[config.mk]
export PLATFORM = sky130hd
export DESIGN_NAME = wb_gpio_irq
export DESIGN_NICKNAME = d
export VERILOG_FILES = /design/src/rtl/wb_gpio_irq.sv
export SDC_FILE = /design/constraint.sdc
export NUM_CORES = 1
export LEC_CHECK = 0
export ABC_AREA = 1
export CORE_MARGIN = 8
export CORE_UTILIZATION = 53
export DETAILED_ROUTE_END_ITERATION = 6
export DONT_BUFFER_PORTS = 1
export GPL_TIMING_DRIVEN = 0
export PLACE_DENSITY_LB_ADDON = 0.1
export SYNTH_ARGS = -nofsm -noshare
export SYNTH_HDL_FRONTEND = slang
export SYNTH_SLANG_ARGS = --single-unit
[constraint.sdc]
create_clock -name wb_clk -period 1.55 [get_ports wb_clk]
set_input_delay 0.155 -clock wb_clk [delete_from_list [all_inputs] [get_ports wb_clk]]
set_output_delay 0.155 -clock wb_clk [all_outputs]
set_load 0.02 [all_outputs]
[src/rtl/wb_gpio_irq.sv]
// wb_gpio_irq: Wishbone classic GPIO slave with set/clear outputs and per-pin interrupts.
// Ports:
//   wb_clk, wb_rst            clock, synchronous active-high reset
//   wb_adr_i..wb_bte_i        Wishbone slave request (cti/bte accepted but ignored)
//   wb_dat_o/ack_o/err_o/rty_o Wishbone response (registered, one cycle after request)
//   gpio_i                    asynchronous pad inputs
//   gpio_o, gpio_dir_o        output data and output-enable (1 = drive)
//   irq_o                     registered interrupt request, active high
module wb_gpio_irq #(
  parameter int unsigned WIDTH       = 8,
  parameter int unsigned SYNC_STAGES = 2
) (
  input  logic             wb_clk,
  input  logic             wb_rst,
  input  logic [3:0]       wb_adr_i,
  input  logic [31:0]      wb_dat_i,
  input  logic [3:0]       wb_sel_i,
  input  logic             wb_we_i,
  input  logic             wb_cyc_i,
  input  logic             wb_stb_i,
  input  logic [2:0]       wb_cti_i,
  input  logic [1:0]       wb_bte_i,
  output logic [31:0]      wb_dat_o,
  output logic             wb_ack_o,
  output logic             wb_err_o,
  output logic             wb_rty_o,
  input  logic [WIDTH-1:0] gpio_i,
  output logic [WIDTH-1:0] gpio_o,
  output logic [WIDTH-1:0] gpio_dir_o,
  output logic             irq_o
);

  localparam int unsigned CNT_W = 3;
  localparam logic [CNT_W-1:0] PRIME_N = CNT_W'(SYNC_STAGES + 1);

  localparam logic [3:0] A_IN    = 4'h0;
  localparam logic [3:0] A_OUT   = 4'h1;
  localparam logic [3:0] A_DIR   = 4'h2;
  localparam logic [3:0] A_SET   = 4'h3;
  localparam logic [3:0] A_CLR   = 4'h4;
  localparam logic [3:0] A_EN    = 4'h5;
  localparam logic [3:0] A_TYPE  = 4'h6;
  localparam logic [3:0] A_POL   = 4'h7;
  localparam logic [3:0] A_BOTH  = 4'h8;
  localparam logic [3:0] A_STAT  = 4'h9;

  logic [WIDTH-1:0] out_q, out_d, dir_q, dir_d, en_q, en_d;
  logic [WIDTH-1:0] type_q, type_d, pol_q, pol_d, both_q, both_d;
  logic [WIDTH-1:0] stat_q, stat_d, prev_q;
  logic [WIDTH-1:0] sync_q [SYNC_STAGES];
  logic [CNT_W-1:0] cnt_q, cnt_d;
  logic             ack_q, ack_d, err_q, err_d, irq_q, irq_d;
  logic [31:0]      dat_q, dat_d;

  logic [31:0]      bmask32, rdata;
  logic [WIDTH-1:0] wdat, wmsk, sync, rise, fall, lvl_evt, edge_evt, evt, clr;
  logic             req, mapped, wr, primed;

  // Inputs that carry no meaning for a classic single-beat slave.
  logic unused_ok;
  assign unused_ok = ^{wb_cti_i, wb_bte_i};

  // Next-state: bus decode, register writes, event detection and sticky status.
  always_comb begin
    bmask32 = {{8{wb_sel_i[3]}}, {8{wb_sel_i[2]}}, {8{wb_sel_i[1]}}, {8{wb_sel_i[0]}}};
    wdat    = WIDTH'(wb_dat_i & bmask32);
    wmsk    = WIDTH'(bmask32);
    req     = wb_cyc_i & wb_stb_i & ~ack_q & ~err_q;
    mapped  = (wb_adr_i <= A_STAT);
    wr      = req & wb_we_i & mapped;
    primed  = (cnt_q == PRIME_N);
    sync    = sync_q[SYNC_STAGES-1];

    out_d  = out_q;
    dir_d  = dir_q;
    en_d   = en_q;
    type_d = type_q;
    pol_d  = pol_q;
    both_d = both_q;
    clr    = '0;

    if (wr) begin
      case (wb_adr_i)
        A_OUT:   out_d  = (out_q  & ~wmsk) | wdat;
        A_DIR:   dir_d  = (dir_q  & ~wmsk) | wdat;
        A_SET:   out_d  = out_q | wdat;
        A_CLR:   out_d  = out_q & ~wdat;
        A_EN:    en_d   = (en_q   & ~wmsk) | wdat;
        A_TYPE:  type_d = (type_q & ~wmsk) | wdat;
        A_POL:   pol_d  = (pol_q  & ~wmsk) | wdat;
        A_BOTH:  both_d = (both_q & ~wmsk) | wdat;
        A_STAT:  clr    = wdat;
        default: ;
      endcase
    end

    // Both level and edge events are held off until the sync chain and prev hold real pin data.
    rise     = sync & ~prev_q;
    fall     = ~sync & prev_q;
    lvl_evt  = ~(sync ^ pol_q);
    edge_evt = (both_q & (rise | fall)) | (~both_q & ((pol_q & rise) | (~pol_q & fall)));
    evt      = primed ? ((type_q & edge_evt) | (~type_q & lvl_evt)) : '0;

    // A new event wins over a coincident clear.
    stat_d = (stat_q & ~clr) | evt;
    irq_d  = |(stat_q & en_q);
    cnt_d  = primed ? cnt_q : cnt_q + CNT_W'(1);

    case (wb_adr_i)
      A_IN:    rdata = 32'(sync);
      A_OUT:   rdata = 32'(out_q);
      A_DIR:   rdata = 32'(dir_q);
      A_EN:    rdata = 32'(en_q);
      A_TYPE:  rdata = 32'(type_q);
      A_POL:   rdata = 32'(pol_q);
      A_BOTH:  rdata = 32'(both_q);
      A_STAT:  rdata = 32'(stat_q);
      default: rdata = 32'd0;
    endcase

    ack_d = req & mapped;
    err_d = req & ~mapped;
    dat_d = (req & mapped & ~wb_we_i) ? rdata : 32'd0;
  end

  // State registers.
  always_ff @(posedge wb_clk) begin
    if (wb_rst) begin
      out_q  <= '0;
      dir_q  <= '0;
      en_q   <= '0;
      type_q <= '0;
      pol_q  <= '0;
      both_q <= '0;
      stat_q <= '0;
      prev_q <= '0;
      for (int i = 0; i < int'(SYNC_STAGES); i++) sync_q[i] <= '0;
      cnt_q  <= '0;
      ack_q  <= 1'b0;
      err_q  <= 1'b0;
      dat_q  <= 32'd0;
      irq_q  <= 1'b0;
    end else begin
      out_q  <= out_d;
      dir_q  <= dir_d;
      en_q   <= en_d;
      type_q <= type_d;
      pol_q  <= pol_d;
      both_q <= both_d;
      stat_q <= stat_d;
      prev_q <= sync;
      sync_q[0] <= gpio_i;
      for (int i = 1; i < int'(SYNC_STAGES); i++) sync_q[i] <= sync_q[i-1];
      cnt_q  <= cnt_d;
      ack_q  <= ack_d;
      err_q  <= err_d;
      dat_q  <= dat_d;
      irq_q  <= irq_d;
    end
  end

  assign wb_dat_o   = dat_q;
  assign wb_ack_o   = ack_q;
  assign wb_err_o   = err_q;
  assign wb_rty_o   = 1'b0;
  assign gpio_o     = out_q;
  assign gpio_dir_o = dir_q;
  assign irq_o      = irq_q;

endmodule
==> reports/qor.yml <==
yosys:
  synth_cells: 713
  synth.top_cell.area_share_pct: 39.7
  ys_warn_count: 0
  ys_types: 25
  synthArstFlopShare_pct: 0
  synthTopCellsByArea: "dfxtp_1, nand2_1, nor2_1"
  ys.flop_type: "dfxtp_1"
  synth-edff-count: 0
  synth_common_cells: "nand2_1, nor2_1, inv_1"
  netlist_area_um2: 4740
  synth_top_area_cell: "dfxtp_1"
  avgSynthCellArea_um2: 6.65
  yosysSeqAreaShare_pct: 39.7
  synth.most_common_cell: "nand2_1"
  ys_ff_latch: 94
cells_and_area:
  drive_gt1_share_pct: 13.8
  final_core_util_pct: 65.3
  nFillCells: 828
  areaGrowthSynthToFinish_pct: 19.6
  antenna_cells: 0
  fin_nets: 855
  fin_area_um2: 5670
setup_path:
  critPathLaunch: "wb_err_o"
  r2r_start: "wb_err_o"
  end_kind: "flip-flop"
  critPathKind: "reg2reg"
  start_kind: "flip-flop"
  cp_max_fo: 8
  arrival_ps: 1840
  r2r_slack_ps: 7
  cp.required_ps: 1850
  ff2ff_path_depth: 11
sta:
  holdWs_ps: 9.72
  hold_violations: 0
  relSlewSlack_pct: 51.0
  setup-violations-final: 0
  finalCriticalPeriod_ps: 1540
  worst_slew_pin_slew_ps: 734
  timing.final.crit_share_pct: 99.5
  rsz0062_at_grt: "true"
  fin_skew_ps: 9.16
  setup-tns-final_ps: 0
  fmax_mhz: 648
  drv_slew: 0
place:
  dp_hpwl_um: 9840
  gp_congestion: 0.955
  placed_area_um2: 4960
  portBuffers: 0
floorplan:
  die_x_um: 111
  design.die.area_um2: 12200
  initial_core_util_pct: 54.6
  std_cell_rows: 34
  pin_count: 110
  core_area_um2: 8680
  die_h_um: 111
global_routing:
  globalRoute.totalOverflow: 0
  grtUsageTotal_pct: 22.0
  grt_pass1_wl_um: 21700
  antenna_found_initial: 0
  grt_max_degree: 15
  grt_pass1_vias: 4248
power_and_ir_drop:
  power_mw: 4.72
  cellInternalPower_mw: 3.44
  clockPowerShare_pct: 33.8
  p_leak_nw: 2.54
  pwr-share-comb_pct: 11.9
  power_frac_seq_pct: 54.3
  ir_drop_mv: 0.563
  switchingPower_mw: 1.28
  p_sw_share_pct: 27.1
  p_per_area_nw_per_um2: 832
clock_tree:
  insertion_delay_ps: 360
  clock-sinks: 94
  clk_path_buf_depth: 2
  tritoncts: "done"
  clk_pin_slew_worst_paths_ps: 90
  clockRootBuffer: "clkbuf_8"
  cts-htree-levels: 3
  cts_buffers: 9
route:
  drc_errors: 0
  dr.pass1.iters: 6
  wirelength_um: 14100
  wire_per_inst_um: 15.8
  drtIter0Drc: 379
  vias_per_cell: 5.23
  num_vias: 4668
  postRouteAntennaNets: 0
hold_path:
  hold_class: "in2reg"
  hold_start: "wb_adr_i[1]"
run:
  max-cap-violations: 0
status:
  outcome: "finished, final reports clean"
==> final cells by class <==
| cell class | count | area, µm² | area share [%] |
|---|---|---|---|
| plain buffers | 44 | 314 | 5.54 |
| clock buffers | 11 | 131 | 2.32 |
| clock inverters | 5 | 50.0 | 0.883 |
| inverters | 98 | 368 | 6.49 |
| multi-input cells | 500 | 2440 | 43.1 |
| flip-flops and latches | 94 | 1890 | 33.3 |
| well taps | 108 | 135 | 2.38 |
| repair buffers | 32 | 335 | 5.92 |
==> kinds of logic (layout without fill, tap and decap cells) <==
family                     count (synthesis)  count (layout)  synth area share, %
xor gates and xnor gates                   1               1                0.185
buffers and inverters                    143             190                 13.9
other                                      1              25               0.0791
and+or+nand+nor                          344             344                 29.2
DFF                                       94              94                 39.7
AOI/OAI and AO/OA                        112             112                 12.1
adders and majority gates                 18              18                 4.75
==> metal layers <==
layer | vias to the layer above | track usage, % | wire length, µm
li1 | 2285 | - | -
met1 | 2121 | 26.9 | 5580
met2 | 236 | 36.4 | 6910
met3 | 26 | 4.60 | 1320
met4 | 0 | 9.37 | 333
met5 | - | 0 | 0
==> per-stage QoR <==
step                      setup slack [ps]  cells
final                                 7.11    892
after global routing                 -81.5    892
after CTS                            -4.02    890
after floorplan                       80.9    737
after global placement                -268    845
after detailed placement              -304    845
==> worst max-delay path, stage by stage (launching register included) <==
cell and delay, ps:
dfxtp_4 380, inv_2 60, nand2_2 70, nor2_4 110, nand3_4 110, nor2_4 150, buf_6 150, nand2_8 80
buf_8 180, nand2_2 50, nand2_1 40, nor2_1 90
==> worst min-delay path by stage <==
| stage | end | slack, ps | cells past startpoint |
|---|---|---|---|
| finish | wb_ack_o | 10 | 3 |
| global route | wb_ack_o | 8 | 3 |
| CTS | wb_ack_o | 7 | 3 |
| detailed placement | sync_q[0][5] | 260 | 2 |
| global placement | sync_q[0][2] | 260 | 2 |
| floorplan | sync_q[0][0] | 260 | 2 |
==> power groups by stage <==
stage               Combinational (mW)  Clock [mW]  Sequential (mW)
floorplan                        0.366           0             2.60
global placement                 0.451           0             2.62
detailed placement               0.463           0             2.62
CTS                              0.535        1.61             2.56
global route                     0.625        1.70             2.57
finish                           0.559        1.60             2.56
==> placed cells by master (no fill, tap or decap), types with 2 or more instances in the layout <==
| cell | instances |
|---|---|
| a21oi_1 | 38 |
| a21oi_2 | 4 |
| a221oi_1 | 2 |
| buf_2 | 2 |
| buf_4 | 32 |
| buf_6 | 11 |
| buf_8 | 2 |
| clkbuf_1 | 12 |
| clkbuf_8 | 9 |
| clkinv_2 | 4 |
| conb_1 | 25 |
| dfxtp_1 | 92 |
| dfxtp_4 | 2 |
| dlygate4sd3_1 | 18 |
| ha_1 | 17 |
| inv_1 | 95 |
| inv_2 | 2 |
| nand2_1 | 155 |
| nand2_2 | 9 |
| nand2_4 | 2 |
| nand2_8 | 2 |
| nand3_1 | 28 |
| nand3_2 | 5 |
| nor2_1 | 123 |
| nor2_2 | 10 |
| nor2_4 | 7 |
| o21ai_0 | 65 |
==> what timing repair did <==
| item | 4_1_cts | 5_1_grt |
|---|---|---|
| gates cloned | 3 | 0 |
| endpoints found under the hold margin | 49 | 0 |
| setup buffers | 9 | 2 |
| setup endpoints to repair | 52 | 50 |
| resized for setup | 29 | 40 |
| pin swaps | 3 | 18 |
| hold buffers | 18 | 0 |
No activity file was read; power rests on OpenSTA's default activity.
